**src/rtl/mem_arb_pkg.sv**
```systemverilog
// mem_arb_pkg: shared types and helpers for the CPU/DMA RAM arbiter.
//   arb_state_t : arbiter FSM states
//   OWNER_*     : which master drives the RAM inputs during S_ARB
//   word_addr() : byte address -> word address (drops the lane bits)
package mem_arb_pkg;

  typedef enum logic [1:0] {
    S_ARB     = 2'd0,
    S_CPU_RSP = 2'd1,
    S_DMA_RSP = 2'd2
  } arb_state_t;

  localparam logic OWNER_CPU = 1'b0;
  localparam logic OWNER_DMA = 1'b1;

  // Byte masks are already lane-aligned, so bits [1:0] carry no information.
  function automatic logic [29:0] word_addr(input logic [31:0] byte_addr);
    return byte_addr[31:2];
  endfunction

endpackage

```
**src/rtl/mem_arb_credit.sv**
```systemverilog
// mem_arb_credit: DMA burst credit counter.
//   clk, reset : clock, synchronous active-high reset (reset loads MAX)
//   load       : reload to MAX (a CPU slot was served)
//   dec        : consume one credit (a DMA access was served)
//   count      : current credit, 0..MAX
//   zero       : no credit left, the next arbitration must go to the CPU
module mem_arb_credit #(
  parameter  int MAX = 4,
  localparam int CW  = $clog2(MAX + 1)
) (
  input  logic          clk,
  input  logic          reset,
  input  logic          load,
  input  logic          dec,
  output logic [CW-1:0] count,
  output logic          zero
);

  always_ff @(posedge clk) begin
    if (reset) begin
      count <= CW'(MAX);
    end else if (load) begin
      count <= CW'(MAX);
    end else if (dec && (count != '0)) begin
      count <= count - 1'b1;
    end
  end

  assign zero = (count == '0);

endmodule

```
**src/rtl/mem_arbiter.sv**
```systemverilog
// mem_arbiter: shares one single-port synchronous RAM (1-cycle registered read)
// between the rv32i core and a secondary bus master (DMA/loader).
//
// Ports:
//   clk, reset                      clock, synchronous active-high reset
//   cpu_addr/cpu_wmask/cpu_wdata    CPU access, presented every cycle
//   cpu_rdata, cpu_hold             read word and stall to the core
//   dma_req/dma_addr/dma_wmask/
//   dma_wdata                       secondary master request (wmask 0 = read)
//   dma_ack, dma_rdata              completion pulse and read data
//   ram_en/ram_addr/ram_wmask/
//   ram_wdata, ram_rdata            RAM port; rdata valid the cycle after ram_en
//
// DMA handshake: the master raises dma_req with addr/wmask/wdata and holds them
// stable until dma_ack. dma_ack is a single-cycle pulse, and dma_rdata is valid
// only while dma_ack=1. Once granted, an access completes and acks even if
// dma_req has dropped in the meantime.
//
// Every access takes two cycles: S_ARB issues it, the response state returns
// the data. The DMA wins arbitration while it holds credit; credit is spent by
// each DMA access and refilled by each CPU slot, so the CPU cannot starve.
module mem_arbiter
  import mem_arb_pkg::*;
#(
  parameter int ADDR_W        = 12,
  parameter int DMA_BURST_MAX = 4
) (
  input  logic              clk,
  input  logic              reset,
  input  logic [31:0]       cpu_addr,
  input  logic [3:0]        cpu_wmask,
  input  logic [31:0]       cpu_wdata,
  output logic [31:0]       cpu_rdata,
  output logic              cpu_hold,
  input  logic              dma_req,
  input  logic [31:0]       dma_addr,
  input  logic [3:0]        dma_wmask,
  input  logic [31:0]       dma_wdata,
  output logic              dma_ack,
  output logic [31:0]       dma_rdata,
  output logic              ram_en,
  output logic [ADDR_W-1:0] ram_addr,
  output logic [3:0]        ram_wmask,
  output logic [31:0]       ram_wdata,
  input  logic [31:0]       ram_rdata
);

  localparam int CW = $clog2(DMA_BURST_MAX + 1);

  arb_state_t  state;
  arb_state_t  state_next;
  logic        owner;
  logic        credit_load;
  logic        credit_dec;
  logic        credit_zero;
  logic [CW-1:0] credit;
  logic [31:0] sel_addr;
  logic [29:0] sel_word;
  logic [31:0] cpu_rdata_q;

  mem_arb_credit #(.MAX(DMA_BURST_MAX)) u_credit (
    .clk   (clk),
    .reset (reset),
    .load  (credit_load),
    .dec   (credit_dec),
    .count (credit),
    .zero  (credit_zero)
  );

  always_ff @(posedge clk) begin
    if (reset) begin
      state <= S_ARB;
    end else begin
      state <= state_next;
    end
  end

  // All strobes are forced idle while reset is high so that a reset landing
  // mid-transaction neither writes the RAM nor acks the DMA.
  always_comb begin
    state_next  = state;
    ram_en      = 1'b0;
    owner       = OWNER_CPU;
    cpu_hold    = 1'b1;
    dma_ack     = 1'b0;
    credit_load = 1'b0;
    credit_dec  = 1'b0;
    if (!reset) begin
      unique case (state)
        S_ARB: begin
          ram_en = 1'b1;
          if (dma_req && !credit_zero) begin
            owner      = OWNER_DMA;
            state_next = S_DMA_RSP;
          end else begin
            state_next = S_CPU_RSP;
          end
        end
        S_CPU_RSP: begin
          cpu_hold    = 1'b0;
          credit_load = 1'b1;
          state_next  = S_ARB;
        end
        S_DMA_RSP: begin
          dma_ack    = 1'b1;
          credit_dec = 1'b1;
          state_next = S_ARB;
        end
        default: state_next = S_ARB;
      endcase
    end
  end

  // RAM input mux. The wmask gate makes a CPU store hit RAM only in S_ARB,
  // even though the core keeps presenting it through S_CPU_RSP.
  assign sel_addr  = (owner == OWNER_DMA) ? dma_addr  : cpu_addr;
  assign ram_wdata = (owner == OWNER_DMA) ? dma_wdata : cpu_wdata;
  assign ram_wmask = ram_en ? ((owner == OWNER_DMA) ? dma_wmask : cpu_wmask) : 4'b0000;
  assign sel_word  = word_addr(sel_addr);
  assign ram_addr  = sel_word[ADDR_W-1:0];

  // cpu_rdata passes RAM data through in the slot the core advances on and
  // holds it afterwards, so the core never sees DMA read data.
  always_ff @(posedge clk) begin
    if (reset) begin
      cpu_rdata_q <= 32'h0;
    end else if (state == S_CPU_RSP) begin
      cpu_rdata_q <= ram_rdata;
    end
  end

  assign cpu_rdata = (!reset && (state == S_CPU_RSP)) ? ram_rdata : cpu_rdata_q;
  assign dma_rdata = ram_rdata;

  // Upper address bits alias onto the RAM; the credit value is only of
  // interest when probing the design.
  logic unused_bits;
  assign unused_bits = ^{sel_word[29:ADDR_W], sel_addr[1:0], credit};

endmodule

```
**config.mk**
```make
export PLATFORM = sky130hd
export DESIGN_NAME = mem_arbiter
export DESIGN_NICKNAME = d
export VERILOG_FILES = /design/src/rtl/mem_arb_pkg.sv /design/src/rtl/mem_arb_credit.sv /design/src/rtl/mem_arbiter.sv
export SDC_FILE = /design/constraint.sdc
export NUM_CORES = 1
export LEC_CHECK = 0
export ABC_AREA = 1
export CORE_AREA = 8 8 106 108
export DETAILED_ROUTE_END_ITERATION = 10
export DIE_AREA = 0 0 114 116
export DONT_BUFFER_PORTS = 1
export SLEW_MARGIN = 0
export SYNTH_ARGS = -nofsm -noshare
export SYNTH_HDL_FRONTEND = slang
export SYNTH_SLANG_ARGS = --single-unit
```
**constraint.sdc**
```tcl
create_clock -name clk -period 2.2 [get_ports clk]
set_input_delay 0.44 -clock clk [delete_from_list [all_inputs] [get_ports clk]]
set_output_delay 0.44 -clock clk [all_outputs]
set_load 0.005 [all_outputs]
```
# [Word-level counts from Yosys, hierarchy flattened]
# Cells that the tools add are included.
[totals] reg_bits=37 inputBits=171 output_inout_bits=115
[classes] add_sub_neg=1 n_eq_ne=2 muxes=17 bitwise_logic=1 n_reduce_logical=10
[ops] op="$mux W32" count=2
[ops] op="$mux W14" count=1
[ops] op="$mux W1" count=11
[ops] op="$mux W4" count=2
[ops] op="$reduce_or A2 Y1" count=2
[ops] op="$logic_and A1 B1 Y1" count=3
[ops] op="$logic_not A3 Y1" count=1
[ops] op="$reduce_bool A3 Y1" count=1
[ops] op="$sub A3 B1 Y3 const B" count=1
[ops] op="$eq A2 B1 Y1 const B" count=1
[ops] op="$eq A2 B2 Y1 const B" count=1
[ops] op="$logic_not A1 Y1" count=2
[ops] op="$logic_not A2 Y1" count=1
[ops] op="$mux W2" count=1
[ops] op="$not A1 Y1" count=1

# [Logic depth before layout (Yosys ltp)]
# Gate-level depths: netlist of run 1.
[depth] ltp_word=8 depth_mapped=10 depth_no_buf=9

# [Hierarchy]
# From an unflattened synthesis of run 1, not the netlist that was laid out.
[unflattened] cells_unflattened=408 area_unflattened_um2=2611.3
[modules_own_cells] module="mem_arbiter" instances=1 cells_each=385 area_each_um2=2451.1
[modules_own_cells] module="mem_arb_credit" instances=1 cells_each=23 area_each_um2=160.2

# [Worst setup path after synthesis of run 1]
# No wires, ideal clock.
[synth_timing] kind="register to output" from="register u_credit.count[0]" to="output port ram_wdata[16]" arrival_ns=1.400 required_time_ns=1.760 slack_ns=0.360 path_stages_with_launch=11 n_path_buf=2 cell_sequence="dfxtp_1 inv_1 ha_1 ha_1 inv_1 nand2_1 nor2_4 buf_6 buf_6 nand2_1 nand2_1"
[synth_between] elab_chain_cells=7
[synth_rtl] item="from (decl)" line_no="mem_arb_credit.sv:15" source="output logic [CW-1:0] count,"
[synth_rtl] item="from (signal assigned)" line_no="mem_arb_credit.sv:21" source="count <= CW'(MAX);"
[synth_rtl] item="from (signal assigned)" line_no="mem_arb_credit.sv:23" source="count <= CW'(MAX);"
[synth_rtl] item="from (signal assigned)" line_no="mem_arb_credit.sv:25" source="count <= count - 1'b1;"
[synth_rtl] item="$logic_not A3 Y1" line_no="mem_arb_credit.sv:29" source="assign zero = (count == '0);"
[synth_rtl] item="$logic_not A1 Y1" line_no="mem_arbiter.sv:92" source="if (dma_req && !credit_zero) begin"
[synth_rtl] item="$logic_and A1 B1 Y1" line_no="mem_arbiter.sv:92"
[synth_rtl] item="$mux W1" line_no="mem_arbiter.sv:92"
[synth_rtl] item="$mux W1" line_no="mem_arbiter.sv:89" source="unique case (state)"
[synth_rtl] item="$mux W1" line_no="mem_arbiter.sv:88" source="if (!reset) begin"
[synth_rtl] item="$mux W32" line_no="mem_arbiter.sv:117" source="assign ram_wdata = (owner == OWNER_DMA) ? dma_wdata : cpu_wdata;"
[synth_rtl] item="to (decl)" line_no="mem_arbiter.sv:44" source="output logic [31:0] ram_wdata,"
# Every way passes these cells.

# [Worst setup path in the final report of run 1]
[layout_timing] from="register u_credit.count[0]" to="output port ram_wdata[20]"
# Same word-level chain as after synthesis.

==> impl_metrics.py, run 1 <==
metrics = {
    "grt": {
        "grt_pass1_wl_um": 12100,
        "grt_usage_pct": 12.0,
        "grt_pass1_vias": 2190,
        "grt_overflow_total": 0,
        "grt_max_degree": 45,
        "antenna_found_initial": 0,
    },
    "synthesis": {
        "synth_top_area_share_pct": 30.5,
        "synthDistinctLibCells": 18,
        "syn_area_um2": 2430,
        "seq_area_frac_synth_pct": 30.5,
        "yosys.area.top_type": "dfxtp_1",
        "yosysWarnings": 0,
        "avgSynthCellArea_um2": 6.13,
        "syn_nets": 569,
        "synthTopCellsByArea": "dfxtp_1 31%, nand2_1 28%, buf_4 9.9%, o21ai_0 9.5%, inv_1 6.5%",
        "postSynthCellCount": 396,
        "synth_seq_cells": 37,
    },
    "worst_setup_path": {
        "reg2regPathDepth": 4,
        "regToRegStartpoint": "state[1]$_SDFF_PN0_",
        "endpoint_kind": "output pin",
        "cp.required_ps": 1760,
        "cp-startpoint": "u_credit.count[0]$_SDFFE_PP0P_",
        "arrival_ps": 1690,
        "crit_path_max_incr_delay_ps": 340,
        "crit_slowest_cell": "dfxtp_2",
        "cp-start-kind": "flop",
        "path_cells": "inv_2, ha_4, ha_4, inv_4, nand2_4, nor2_4, buf_12, clkbuf_16, nand2_1, nand2_1",
        "crit_type": "flop to output pin",
        "worst-path-max-fanout": 8,
    },
    "cts": {
        "cts_sinks": 37,
        "clockBufferDepth": 2,
        "cts_buffers": 5,
        "hold_buffers": 0,
        "clk_latency_ps": 280,
        "cts_root_buffer": "clkbuf_8",
        "tritoncts": "built",
        "path_clk_slew_ps": 80,
        "h-tree-depth": 2,
    },
    "route": {
        "route.detailed.drc": 0,
        "viasPerCell": 4.46,
        "vias": 2229,
        "wl_per_cell_um": 18.2,
        "drt_wl_total_um": 9120,
        "dr.pass1.iters": 4,
        "drt_iter0_markers": 78,
        "ant_nets": 0,
    },
    "die": {
        "die_h_um": 116,
        "io_pins": 286,
        "core.rowCount": 36,
        "die_w_um": 114,
        "die-area_um2": 13200,
        "start_util_pct": 25.4,
        "fp.coreArea_um2": 9550,
    },
    "finish": {
        "final_common_cell": "nand2_1",
        "area_growth_pct": 8.92,
        "multi_input_area_um2": 1220,
        "regArea_um2": 742,
        "nFillCells": 1086,
        "final_cell_mix": "161 x nand2_1, 46 x o21ai_0, 39 x inv_1",
        "fin_nets": 539,
        "drive_gt1_share_pct": 15.8,
        "fin_util_pct": 27.7,
        "n_antenna_cell": 0,
    },
    "timing": {
        "timing.final.crit_share_pct": 96.8,
        "fin_crit_ps": 2130,
        "hold_viol_final": 0,
        "setup_viol": 0,
        "drv_slew": 0,
        "relSlewSlack_pct": 66.2,
        "fmax_ghz": 0.470,
        "worst_pin_slew_ps": 506,
        "tns_ps": 0,
        "fin_skew_ps": 6.03,
        "grt_setup_unrepaired": "false",
    },
    "pwr": {
        "powerDensity_nw_per_um2": 605,
        "power.total_uw": 1600,
        "pwr-share-seq_pct": 44.9,
        "cellLeakagePower_uw": 0.00118,
        "swShare_pct": 31.3,
        "p_switching_uw": 500,
        "p_comb_share_pct": 24.6,
        "p_int_uw": 1100,
        "p_clk_share_pct": 30.4,
        "ir_drop_v": 0.000209,
    },
    "placed_design": {
        "io_buffers": 0,
        "place.gp.congestion": 0.848,
        "hpwlAfterDp_um": 7330,
    },
    "hold_path": {
        "whs_path_depth": 2,
        "worstHoldStart": "ram_rdata[0]",
        "min-delay-path-class": "input pin to flop",
    },
    "status": {
        "status": "completed",
    },
    "flow_run": {
        "maxCapViolCount": 0,
    },
}
==> worst max-delay path: cells and delay by family, from the launching register on <==
family        cells  cell delay [ps]
buf+inv           4              410
simple gates      4              350
flops             1              340
fa+ha+maj         2              320
==> cell usage after synthesis <==
cell / number
buf_4: 32
nor2_4: 2
nand2_1: 183
inv_1: 42
dfxtp_1: 37
nand2_2: 2
buf_6: 10
nand3_1: 2
o21ai_0: 46
a21oi_2: 1
nor3_1: 1
clkbuf_1: 1
ha_1: 2
nand4_1: 3
nor2_1: 4
o21ai_1: 18
buf_2: 8
inv_2: 2
==> worst paths after layout <==
check,to,slack [ps]
setup / recovery,ram_wdata[20],70
hold / removal,cpu_rdata_q[0]$_SDFFE_PP0N_,280
setup reg to reg,cpu_rdata_q[17]$_SDFFE_PP0N_,890
hold reg to reg,cpu_rdata_q[21]$_SDFFE_PP0N_,460
==> what timing repair did <==
| item | 4_1_cts | 5_1_grt |
|---|---|---|
| gates resized for setup | 19 | 16 |
| setup buffers | 3 | 1 |
| hold endpoints to repair | 0 | 0 |
| pin swaps | 2 | 10 |
| setup endpoints to repair | 48 | 44 |
| gates cloned | 1 | 6 |
==> cells by family after synthesis <==
group,Yosys count,share of synthesized area (%)
buffers and inverters,95,23.1
and+or+nand+nor,197,31.8
AOI/OAI and AO/OA,65,13.6
DFF,37,30.5
adders and majority gates,2,1.03
==> power by group through the flow <==
| stage | combinational (µW) | sequential (µW) | clock [µW] |
|---|---|---|---|
| floorplan | 295 | 731 | 0 |
| global placement | 316 | 733 | 0 |
| detailed placement | 324 | 734 | 0 |
| CTS | 352 | 718 | 520 |
| global route | 439 | 722 | 547 |
| finish | 394 | 719 | 487 |
==> state kept, by name, indices dropped and copies added (netlist names) <==
name,flops
cpu_rdata_q,32
u_credit.count,3
state,2
==> layout make-up <==
class / count / share of cell area, %
Clock buffer: 6 / 3.12
Timing Repair Buffer: 14 / 9.61
Multi-Input combinational cell: 264 / 46.0
Sequential cell: 37 / 28.1
Clock inverter: 2 / 0.521
Inverter: 44 / 6.34
Tap cell: 133 / 6.29
==> routing by layer <==
layer / vias to the layer above / GRT usage [%] / routed length [µm] / part of all wire, %
met5: - / 0 / 0 / 0
met4: 0 / 4.79 / 187 / 2.1
met3: 10 / 6.46 / 1100 / 12
met2: 156 / 22.6 / 4870 / 53
met1: 946 / 10.4 / 2960 / 32
li1: 1117 / - / - / -
==> metrics by stage <==
step	area, µm²	hold slack, ps	worst slack, ps	instances
after floorplan	2430	429	360	396
after global placement	2270	445	206	483
after detailed placement	2270	449	170	483
after CTS	2460	268	13.3	494
after global routing	2640	280	7.96	500
final	2640	283	70.4	500
No activity file was read; power rests on OpenSTA's default activity.
==> inputs of run 2 (changes only) <==
PLACE_DENSITY = 0.37   (was default)
==> run 2 against run 1 <==
First-iteration DRC count grew 17%. Hold slack worse by 3.8 ps. Sequential cell count is the same. Largest cell class unchanged. Total power down 1.6%. Clock skew decreased by 1.0 ps. Cell area is 0.47% higher.
==> impl_metrics.py, run 2 (synthesis gave the netlist of run 1 again) <==
metrics = {
    "grt": {
        "antenna_found_initial": 0,
        "grt_pass1_vias": 2152,
        "grt_usage_pct": 9.91,
        "grt_pass1_wl_um": 10800,
        "grt_max_degree": 66,
        "grt_overflow_total": 0,
    },
    "timing": {
        "whs_ps": 279,
        "relSlewSlack_pct": 64.0,
        "timing.final.crit_share_pct": 95.9,
        "fin_skew_ps": 5.01,
        "drv_slew": 0,
        "setup_viol": 0,
        "fin_crit_ps": 2110,
        "worst_pin_slew_ps": 539,
        "fmax_ghz": 0.474,
        "hold_viol_final": 0,
    },
    "route": {
        "drt_wl_total_um": 7920,
        "wl_per_cell_um": 15.8,
        "vias": 2187,
        "route.detailed.drc": 0,
        "ant_nets": 0,
        "dr.pass1.iters": 5,
        "drt_iter0_markers": 91,
        "viasPerCell": 4.37,
    },
    "finish": {
        "final_cell_mix": "171 x nand2_1, 46 x o21ai_0, 38 x inv_1",
        "drive_gt1_share_pct": 14.1,
        "area_growth_pct": 9.43,
        "fin_nets": 540,
        "largest_reg_flops": 32,
        "final_common_cell": "nand2_1",
        "final_cell_area_um2": 2660,
        "regMostFlops": "cpu_rdata_q",
        "instances_no_fill": 501,
        "n_antenna_cell": 0,
        "largestRegisters": "cpu_rdata_q (32), u_credit.count (3), state (2)",
    },
    "die": {
        "die_h_um": 116,
        "start_util_pct": 25.4,
        "fp.coreArea_um2": 9550,
        "core.rowCount": 36,
        "io_pins": 286,
        "die_w_um": 114,
        "die-area_um2": 13200,
    },
    "cts": {
        "cts_sinks": 37,
        "tritoncts": "built",
        "clk_latency_ps": 280,
        "cts_buffers": 5,
        "clockBufferDepth": 2,
        "path_clk_slew_ps": 80,
        "h-tree-depth": 2,
        "hold_buffers": 0,
        "cts_root_buffer": "clkbuf_8",
    },
    "worst_setup_path": {
        "reg2regPathDepth": 4,
        "worst-path-max-fanout": 6,
        "crit_type": "flop to output pin",
        "reg2reg_to": "cpu_rdata_q[4]$_SDFFE_PP0N_",
        "cp-startpoint": "u_credit.count[0]$_SDFFE_PP0P_",
        "reg2reg_slack_ps": 860,
        "endpoint_kind": "output pin",
        "crit_end": "ram_addr[3]",
        "cp.required_ps": 1760,
        "regToRegStartpoint": "state[1]$_SDFF_PN0_",
        "cp-start-kind": "flop",
        "arrival_ps": 1670,
    },
    "placed_design": {
        "io_buffers": 0,
        "dp.cells": 481,
        "dpl-instance-area_um2": 2260,
        "place.gp.congestion": 0.744,
        "hpwlAfterDp_um": 5570,
    },
    "pwr": {
        "cellLeakagePower_uw": 0.00120,
        "powerDensity_nw_per_um2": 593,
        "power.total_uw": 1570,
        "ir_drop_v": 0.000210,
    },
    "hold_path": {
        "min-delay-path-class": "input pin to flop",
    },
    "flow_run": {
        "maxCapViolCount": 0,
    },
    "status": {
        "status": "completed",
    },
}
==> run 2: cell types whose count changed in the layout (fill, tap and decap cells not counted), moves of 2 or more <==
cell	change
nand2_2	-11
clkbuf_16	-2
buf_16	+4
nand2_1	+10
==> run 2: per-stage QoR <==
step                      utilization, %  TNS [ps]  setup slack (ps)
after floorplan                        -         0               360
after detailed placement            23.7         0               212
after global routing                27.8     -1.94             -1.94
final                               27.8         0              90.3
after global placement              23.7         0               214
after CTS                           26.3         0              44.4
==> run 2: what timing repair did <==
| action | 4_1_cts | 5_1_grt |
|---|---|---|
| setup buffers | 5 | 0 |
| cloned | 4 | 4 |
| hold endpoints to repair | 0 | 0 |
| resized for setup | 10 | 20 |
| endpoints found under the setup margin | 48 | 47 |
| pin swaps | 3 | 2 |
==> run 2: cell type report <==
cell class | instances | area (µm²)
multi-input combinational | 264 | 1190
inverter | 44 | 168
sequential | 37 | 743
clock buffer | 5 | 68.8
clock inverter | 3 | 17.5
tap | 133 | 166
fill | 1107 | 6890
timing repair buffer | 15 | 303
==> run 2: worst min path at each step <==
| stage | start | endpoint | slack [ps] | depth (start not counted) |
|---|---|---|---|---|
| after floorplan | u_credit.count[2]$_SDFFE_PP1P_ | u_credit.count[2]$_SDFFE_PP1P_ | 430 | 2 |
| after global placement | cpu_rdata_q[2]$_SDFFE_PP0N_ | cpu_rdata_q[2]$_SDFFE_PP0N_ | 450 | 2 |
| after detailed placement | u_credit.count[2]$_SDFFE_PP1P_ | u_credit.count[2]$_SDFFE_PP1P_ | 440 | 2 |
| after CTS | ram_rdata[3] | cpu_rdata_q[3]$_SDFFE_PP0N_ | 270 | 2 |
| after global routing | ram_rdata[6] | cpu_rdata_q[6]$_SDFFE_PP0N_ | 280 | 2 |
| final | ram_rdata[3] | cpu_rdata_q[3]$_SDFFE_PP0N_ | 280 | 2 |
==> run 2: worst max-delay path, cell delays in order, from the launching register on <==
cell and delay, ps:
dfxtp_2 340, inv_2 40, ha_2 180, ha_4 160, inv_4 60, nand2_4 60, nor2_4 120, buf_12 150
clkbuf_16 150, nand2_1 50, nand2_1 100
==> run 2: per-layer routing <==
layer | track usage, % | vias up | wire [µm]
met1 | 12.1 | 925 | 3280
met3 | 3.23 | 8 | 780
met4 | 3.11 | 0 | 77
li1 | - | 1121 | -
met2 | 16.2 | 133 | 3780
met5 | 0 | - | 0
==> run 2: power breakdown <==
group          switching (µW)  internal, µW
sequential               12.1           706
clock                     253           219
combinational             238           147
total                     503          1070
